`config.mk`:
```
export PLATFORM = sky130hd
export DESIGN_NAME = bomb_game_ctrl
export DESIGN_NICKNAME = d
export VERILOG_FILES = /design/src/rtl/bomb_game_ctrl.sv
export SDC_FILE = /design/constraint.sdc
export NUM_CORES = 1
export LEC_CHECK = 0
export CAP_MARGIN = 15
export CORE_MARGIN = 5
export CORE_UTILIZATION = 30
export DETAILED_ROUTE_END_ITERATION = 7
export SLEW_MARGIN = 40
export SYNTH_ARGS = -nofsm -noshare
export SYNTH_HDL_FRONTEND = slang
export SYNTH_SLANG_ARGS = --single-unit
```
`constraint.sdc`:
```
create_clock -name clk -period 2.23 [get_ports clk]
set_input_delay 0.3345 -clock clk [delete_from_list [all_inputs] [get_ports clk]]
set_output_delay 0.3345 -clock clk [all_outputs]
set_load 0.02 [all_outputs]
```
`src/rtl/bomb_game_ctrl.sv`:
```
// rtl/bomb_game_ctrl.sv - round sequencer for the bomb-dismantling game
module bomb_game_ctrl #(
  parameter int CODE_W      = 5,
  parameter int TIME_S      = 20,
  parameter int SHOW_S      = 3,
  parameter int MAX_TRIES   = 3,
  parameter int TICKS_PER_S = 50000000
) (
  input  logic                           clk,
  input  logic                           Rst,
  input  logic                           enable,
  input  logic                           start_btn,
  input  logic                           auto_restart,
  input  logic                           fail_in,
  input  logic                           success_in,
  output logic [CODE_W-1:0]              code,
  output logic                           bomb_on,
  output logic                           show_on,
  output logic                           timer_on,
  output logic                           input_on,
  output logic [$clog2(TIME_S+1)-1:0]    secs_left,
  output logic [$clog2(MAX_TRIES+1)-1:0] tries_left,
  output logic                           win,
  output logic                           lose,
  output logic                           round_done
);

  localparam int SW = $clog2(TIME_S + 1);
  localparam int TW = $clog2(MAX_TRIES + 1);
  localparam int PW = (TICKS_PER_S > 1) ? $clog2(TICKS_PER_S) : 1;
  localparam int HW = (SHOW_S > 1) ? $clog2(SHOW_S) : 1;

  typedef enum logic [2:0] {
    S_IDLE,
    S_SHOW,
    S_ARMED,
    S_WIN,
    S_LOSE
  } state_t;

  state_t          state, state_nx;
  logic            start_prev;
  logic            start_edge;
  logic [CODE_W-1:0] free_cnt;
  logic [PW-1:0]   presc;
  logic            tick;
  logic [HW-1:0]   show_cnt, show_nx;
  logic [CODE_W-1:0] code_nx;
  logic [SW-1:0]   secs_nx;
  logic [TW-1:0]   tries_nx;
  logic            round_start;
  logic            fail_lose;

  assign start_edge = start_btn & ~start_prev;
  assign tick       = (presc == PW'(TICKS_PER_S - 1));

  // Next-state and next round-data computation; enable low overrides everything.
  always_comb begin
    state_nx    = state;
    code_nx     = code;
    secs_nx     = secs_left;
    tries_nx    = tries_left;
    show_nx     = show_cnt;
    round_start = 1'b0;
    fail_lose   = 1'b0;
    if (!enable) begin
      state_nx = S_IDLE;
      code_nx  = '0;
      secs_nx  = '0;
      tries_nx = '0;
      show_nx  = '0;
    end else begin
      case (state)
        S_IDLE: begin
          if (start_edge) round_start = 1'b1;
        end
        S_SHOW: begin
          if (tick) begin
            if (show_cnt == HW'(SHOW_S - 1)) state_nx = S_ARMED;
            else                             show_nx  = show_cnt + HW'(1);
          end
        end
        S_ARMED: begin
          if (success_in) begin
            state_nx = S_WIN;
          end else begin
            if (fail_in) begin
              if (tries_left == TW'(1)) begin
                tries_nx  = '0;
                state_nx  = S_LOSE;
                fail_lose = 1'b1;
              end else begin
                tries_nx = tries_left - TW'(1);
              end
            end
            // A non-fatal wrong entry does not swallow the second tick.
            if (tick && !fail_lose) begin
              if (secs_left == SW'(1)) begin
                secs_nx  = '0;
                state_nx = S_LOSE;
              end else begin
                secs_nx = secs_left - SW'(1);
              end
            end
          end
        end
        S_WIN, S_LOSE: begin
          if (start_edge || auto_restart) round_start = 1'b1;
        end
        default: state_nx = S_IDLE;
      endcase
      if (round_start) begin
        state_nx = S_SHOW;
        code_nx  = free_cnt ^ code;
        secs_nx  = SW'(TIME_S);
        tries_nx = TW'(MAX_TRIES);
        show_nx  = '0;
      end
    end
  end

  // State, round data and registered output decode of the next state.
  always_ff @(posedge clk) begin
    if (!Rst) begin
      state      <= S_IDLE;
      code       <= '0;
      secs_left  <= '0;
      tries_left <= '0;
      show_cnt   <= '0;
      bomb_on    <= 1'b0;
      show_on    <= 1'b0;
      timer_on   <= 1'b0;
      input_on   <= 1'b0;
      win        <= 1'b0;
      lose       <= 1'b0;
      round_done <= 1'b0;
    end else begin
      state      <= state_nx;
      code       <= code_nx;
      secs_left  <= secs_nx;
      tries_left <= tries_nx;
      show_cnt   <= show_nx;
      bomb_on    <= (state_nx == S_SHOW) || (state_nx == S_ARMED);
      show_on    <= (state_nx == S_SHOW);
      timer_on   <= (state_nx == S_ARMED);
      input_on   <= (state_nx == S_ARMED);
      win        <= (state_nx == S_WIN);
      lose       <= (state_nx == S_LOSE);
      round_done <= ((state_nx == S_WIN) || (state_nx == S_LOSE)) && (state_nx != state);
    end
  end

  // Start button history; reset to 1 so a button held through reset is not an edge.
  always_ff @(posedge clk) begin
    if (!Rst) start_prev <= 1'b1;
    else      start_prev <= start_btn;
  end

  // Free-running code source, frozen while disabled.
  always_ff @(posedge clk) begin
    if (!Rst)        free_cnt <= '0;
    else if (enable) free_cnt <= free_cnt + CODE_W'(1);
  end

  // Seconds prescaler, restarted on every state change so ticks align to entry.
  always_ff @(posedge clk) begin
    if (!Rst) begin
      presc <= '0;
    end else if (enable) begin
      if (state_nx != state || tick) presc <= '0;
      else                           presc <= presc + PW'(1);
    end
  end

endmodule
```
# == Yosys cells after proc, flatten, opt, wreduce, memory -nomap -nowiden ==
# Cells that the tools add are included.
# totals
wordCells,90
reg_bits,55
in_bits,7
output_inout_bits,19
# classes
eq_ne,14
n_reduce_logical,19
addsub,5
mux,30
n_bitwise,7
# ops
cell,count
2-to-1 mux 3 bit,9
adder 26 x 1 -> 26 bit (second input constant),1
== test 26 bit (second input constant),1
2-to-1 mux 26 bit,1
2-to-1 mux 5 bit,5
== test 3 x 2 -> 1 bit (second input constant),4
AND reduction 3 bit,4
2-to-1 mux 2 bit,5
one-hot mux 3 bit (3 select lines),1
2-to-1 mux 1 bit,8
== test 3 x 1 -> 1 bit (second input constant),2
== test 3 bit (second input constant),2
nonzero test 2 bit,3
OR reduction 3 bit,2
adder 5 x 1 -> 5 bit (second input constant),1
== test 5 x 1 -> 1 bit (second input constant),1
NOT 1 bit,5
subtractor 5 x 1 -> 5 bit (second input constant),1
XOR 5 bit,1
logical OR 1 bit,4
logical NOT 3 bit,1
!= test 3 bit,1
adder 2 x 1 -> 2 bit (second input constant),1
== test 2 x 1 -> 1 bit (second input constant),1
other kinds (9),10

# == Longest topological paths before layout ==
# Gate-level depths: netlist of run 1.
# depth
depth_word,16
mapped_depth,9
ltp_nobuf,8

# == Least setup slack after synthesis of run 1 ==
# OpenSTA, ideal clock, no wires.
# synth_timing
path_kind,register to register
from,reg presc[10]
to,reg presc[16]
arrival_ns,2.272
setup_time_ns,0.130
path_stages_with_launch,8
path_buffers,1
setup_slack_ns,-0.172
required_time_ns,2.100
synth_period_minus_slack_ns,2.402
path_cell_list,dfxtp_1 -> or4b_1 -> or4_4 -> nor4_4 -> o21ai_1 -> a31oi_4 -> buf_2 -> nor3_1
# synth_between
elab_chain_len,10
word_cells_on_any_way,12
cone_classes,1 x add/sub; 2 x eq/ne; 7 x mux; 2 x reduce/logical
# synth_lines
item,line_no,rtl
"start, declared",45,logic [PW-1:0] presc;
"start signal, assigned",171,else presc <= presc + PW'(1);
== test 26 bit,55,assign tick = (presc == PW'(TICKS_PER_S - 1));
logical AND 1 bit,97,if (tick && !fail_lose) begin
2-to-1 mux 3 bit,97,
2-to-1 mux 3 bit,84,if (success_in) begin
one-hot mux 3 bit (3 select lines),73,case (state)
2-to-1 mux 3 bit,112,if (round_start) begin
2-to-1 mux 3 bit,66,if (!enable) begin
!= test 3 bit,170,if (state_nx != state || tick) presc <= '0;
logical OR 1 bit,170,
2-to-1 mux 26 bit *,170,
# Every way passes the cells marked *; elsewhere a longest branch is shown, timed or not.
# A chain may end at the register's enable or synchronous reset.

# == Final worst setup path of run 1 ==
# layout_timing
from,reg presc[10]
to,reg round_done
# layout_between
elab_chain_len,10
word_cells_on_any_way,13
cone_classes,4 x eq/ne; 6 x mux; 3 x reduce/logical
# layout_lines
item,line_no,rtl
== test 26 bit *,55,
logical AND 1 bit,97,
2-to-1 mux 3 bit,97,
2-to-1 mux 3 bit,84,
one-hot mux 3 bit (3 select lines) *,73,
2-to-1 mux 3 bit *,112,
2-to-1 mux 3 bit *,66,
== test 3 x 2 -> 1 bit / == test 3 bit (equally long branches),149,round_done <= ((state_nx == S_WIN) || (state_nx == S_LOSE)) && (state_nx != state);
logical OR 1 bit,149,
logical AND 1 bit *,149,
"end signal, assigned",149,
"end, declared",25,output logic round_done
# Marked as above.

==> results_dict.tcl, run 1 <==
set metrics [dict create \
    overflow 0 \
    antenna_cells 0 \
    ir_worst_vdd_mv 0.238 \
    viasPerCell 4.74 \
    end_kind "flop" \
    ys_async_sr_fraction 0 \
    drtIter0Drc 53 \
    hold_violations 0 \
    postLayoutCellArea_um2 3730 \
    synth_cell_types 58 \
    synthCells 310 \
    layout-drive-gt1-share 0.250 \
    relSlewSlack 0.661 \
    cts_tree "done" \
    num_rows 34 \
    cpPeakStageDelay_ns 0.57 \
    required_ns 2.49 \
    synth_area_um2 2730 \
    rsz0062_at_grt "yes" \
    port_buffers 25 \
    grtUsageMet3 0.0232 \
    status "finished with violations" \
    worst_pin_slew_ns 0.503 \
    grt_max_degree 20 \
    met2_usage 0.197 \
    wl_um 6420 \
    pwr_density_cell_nw_per_um2 465 \
    setup_viol 39 \
    dieWidth_um 105 \
    core_area_um2 8810 \
    slew_viol_final 0 \
    grt_pass1_vias 2350 \
    hold_ws_ns 0.514 \
    cts_root_buf "clkbuf_8" \
    crit_fanout 5 \
    synth_seq_area_share 0.404 \
    placed_cell_area_um2 3450 \
    yosys-top-cells-area "dfxtp_1 (40%), xnor2_1 (6.4%), nor3_1 (5.1%)" \
    fin_ws_ns -0.310 \
    grt_pass1_wl_um 10900 \
    vias 2371 \
    fin_cells 500 \
    synth-seq-cells 55 \
    arrival_ns 2.80 \
    clk_pin_slew_ns 0.11 \
    startpoint_type "flop" \
    netlist.area_leader.share 0.404 \
    cts.htree.levels 2 \
    clock.fmax_mhz 394 \
    clock_insertion_delay_worst_skew_ns 0.31 \
    synth_area_per_cell_um2 8.80 \
    gp_congestion 0.796 \
    cts.path.max_buffers 2 \
    synth_edf_count 0 \
    period_needed_ns 2.54 \
    ys_warn_count 0 \
    wl_per_cell_um 12.8 \
    antenna_found_initial 0 \
    gr-max-usage-layer "met2" \
    start_util 0.310 \
    dp.cells 482 \
    grt_use_met1 0.149 \
    dp_hpwl_um 4490 \
    crit_chain "or4b_1, or4_4, o41a_1, a311oi_2, buf_4, and3b_2, o21a_1" \
    fin_skew_ns 0.00916 \
    grtUsageTotal 0.115 \
    antenna_left 0 \
    critPathKind "flop to flop" \
    drc 0 \
    hp-class "flop to flop" \
    dieArea_um2 11100 \
    yosysTopAreaCell "dfxtp_1" \
    area_growth_pct 36.7 \
    finalCritPeriodShare 1.14 \
    cts_buffers 5 \
    maxCapViolations 0 \
    dieHeight_um 105 \
    nNetsFinal 404 \
    power.leakage_nw 1.45 \
    slowest_stage "or4_4" \
    syn_nets 323 \
    clock_sinks 55 \
    dr.pass1.iters 4 \
    io_pins 26 \
    ys.flop_type "dfxtp_1" \
    violations "setup timing" \
]
==> final cells by class <==
class / count / area (um2)
fillers: 876 / 5080
multi-input cells: 228 / 1560
flip-flops and latches: 55 / 1100
repair buffers: 88 / 792
well taps: 108 / 135
clock buffers: 5 / 68.8
inverters: 13 / 48.8
clock inverters: 3 / 27.5
==> Yosys cell counts, drive strengths merged (8+ instances only) <==
master,instances
clkbuf,8
dfxtp,55
inv,13
nand2,35
nand3,12
nand4,9
nor2,31
nor3,29
xnor2,20
xor2,14
==> flip-flops by register name (all words and copies together) (netlist names), 2 cells and up <==
| signal | count |
|---|---|
| code | 5 |
| free_cnt | 5 |
| presc | 26 |
| secs_left | 5 |
| show_cnt | 2 |
| state | 3 |
| tries_left | 2 |
==> power breakdown <==
| group | internal [mW] | total (mW) | switching, mW | leakage, nW |
|---|---|---|---|---|
| Clock | 0.234 | 0.591 | 0.357 | 0.0467 |
| Combinational | 0.0689 | 0.140 | 0.0711 | 0.964 |
| Sequential | 0.993 | 1.00 | 0.0102 | 0.444 |
| Total | 1.30 | 1.73 | 0.439 | 1.45 |
==> routing by layer <==
| metal | part of all wire | vias up | wire [um] |
|---|---|---|---|
| met4 | 0.024 | 0 | 157 |
| met2 | 0.46 | 56 | 2950 |
| met3 | 0.040 | 16 | 255 |
| li1 | - | 1223 | - |
| met5 | 0 | - | 0 |
| met1 | 0.48 | 1076 | 3060 |
==> per-stage QoR <==
stage,utilization,setup TNS [ns],setup slack [ns],power (mW)
after CTS,0.418,-6.76,-0.262,1.75
after floorplan,-,-3.01,-0.135,1.09
after global routing,0.424,-10.69,-0.371,1.80
final,0.424,-7.55,-0.310,1.73
after global placement,0.392,-5.93,-0.226,1.15
after detailed placement,0.392,-5.61,-0.221,1.15
==> logic make-up (layout without fill, tap and decap cells) <==
kind of cell,Yosys count,after routing,share of synthesized area
flops,55,55,0.404
simple gates,155,155,0.306
buf+inv,27,109,0.0514
xor+xnor,34,34,0.109
fa+ha+maj,6,6,0.0275
compound gates,27,27,0.0794
mux,6,6,0.0225
==> worst max-delay path: cells and delay by family (launching register included) <==
family                 cells  cell delay, ns
buffers and inverters      1            0.17
AOI/OAI and AO/OA          3            0.73
DFF                        1            0.33
and+or+nand+nor            3            1.26
==> what timing repair did <==
action	4_1_cts	5_1_grt
gates resized for setup	11	7
gates cloned	1	0
buffers inserted	7	2
pin swaps	3	2
endpoints found under the setup margin	36	42
hold buffers	0	0
==> path summary, 6_finish.rpt <==
| check | startpoint | end | slack [ns] | cells past startpoint |
|---|---|---|---|---|
| max | presc[10]$_SDFFE_PN0P_ | round_done$_SDFF_PN0_ | -0.31 | 7 |
| min | secs_left[4]$_SDFFE_PN0P_ | secs_left[4]$_SDFFE_PN0P_ | 0.51 | 2 |
| max reg2reg | presc[10]$_SDFFE_PN0P_ | round_done$_SDFF_PN0_ | -0.31 | 7 |
| min reg2reg | secs_left[4]$_SDFFE_PN0P_ | secs_left[4]$_SDFFE_PN0P_ | 0.51 | 2 |
==> cell usage in the layout, fill, tap and decap left out, drive strengths merged, types with 6 or more instances in the layout <==
cell type / n
buf: 63
dfxtp: 55
nand2: 35
nor2: 31
nor3: 29
clkdlybuf4s50: 25
xnor2: 20
inv: 15
xor2: 14
nand3: 12
nand4: 9
a21oi: 6
ha: 6
and2: 6
(Power assumes the default switching activity.)
==> inputs of run 2 (changes only) <==
--- a/config.mk
+++ b/config.mk
@@ -5,6 +5,7 @@
 export SDC_FILE = /design/constraint.sdc
 export NUM_CORES = 1
 export LEC_CHECK = 0
+export ABC_CLOCK_PERIOD_IN_PS = 2230
 export CAP_MARGIN = 15
 export CORE_MARGIN = 5
 export CORE_UTILIZATION = 30
==> results of run 2 <==
No change in the layout: final DEF, timing and power equal those of run 1.
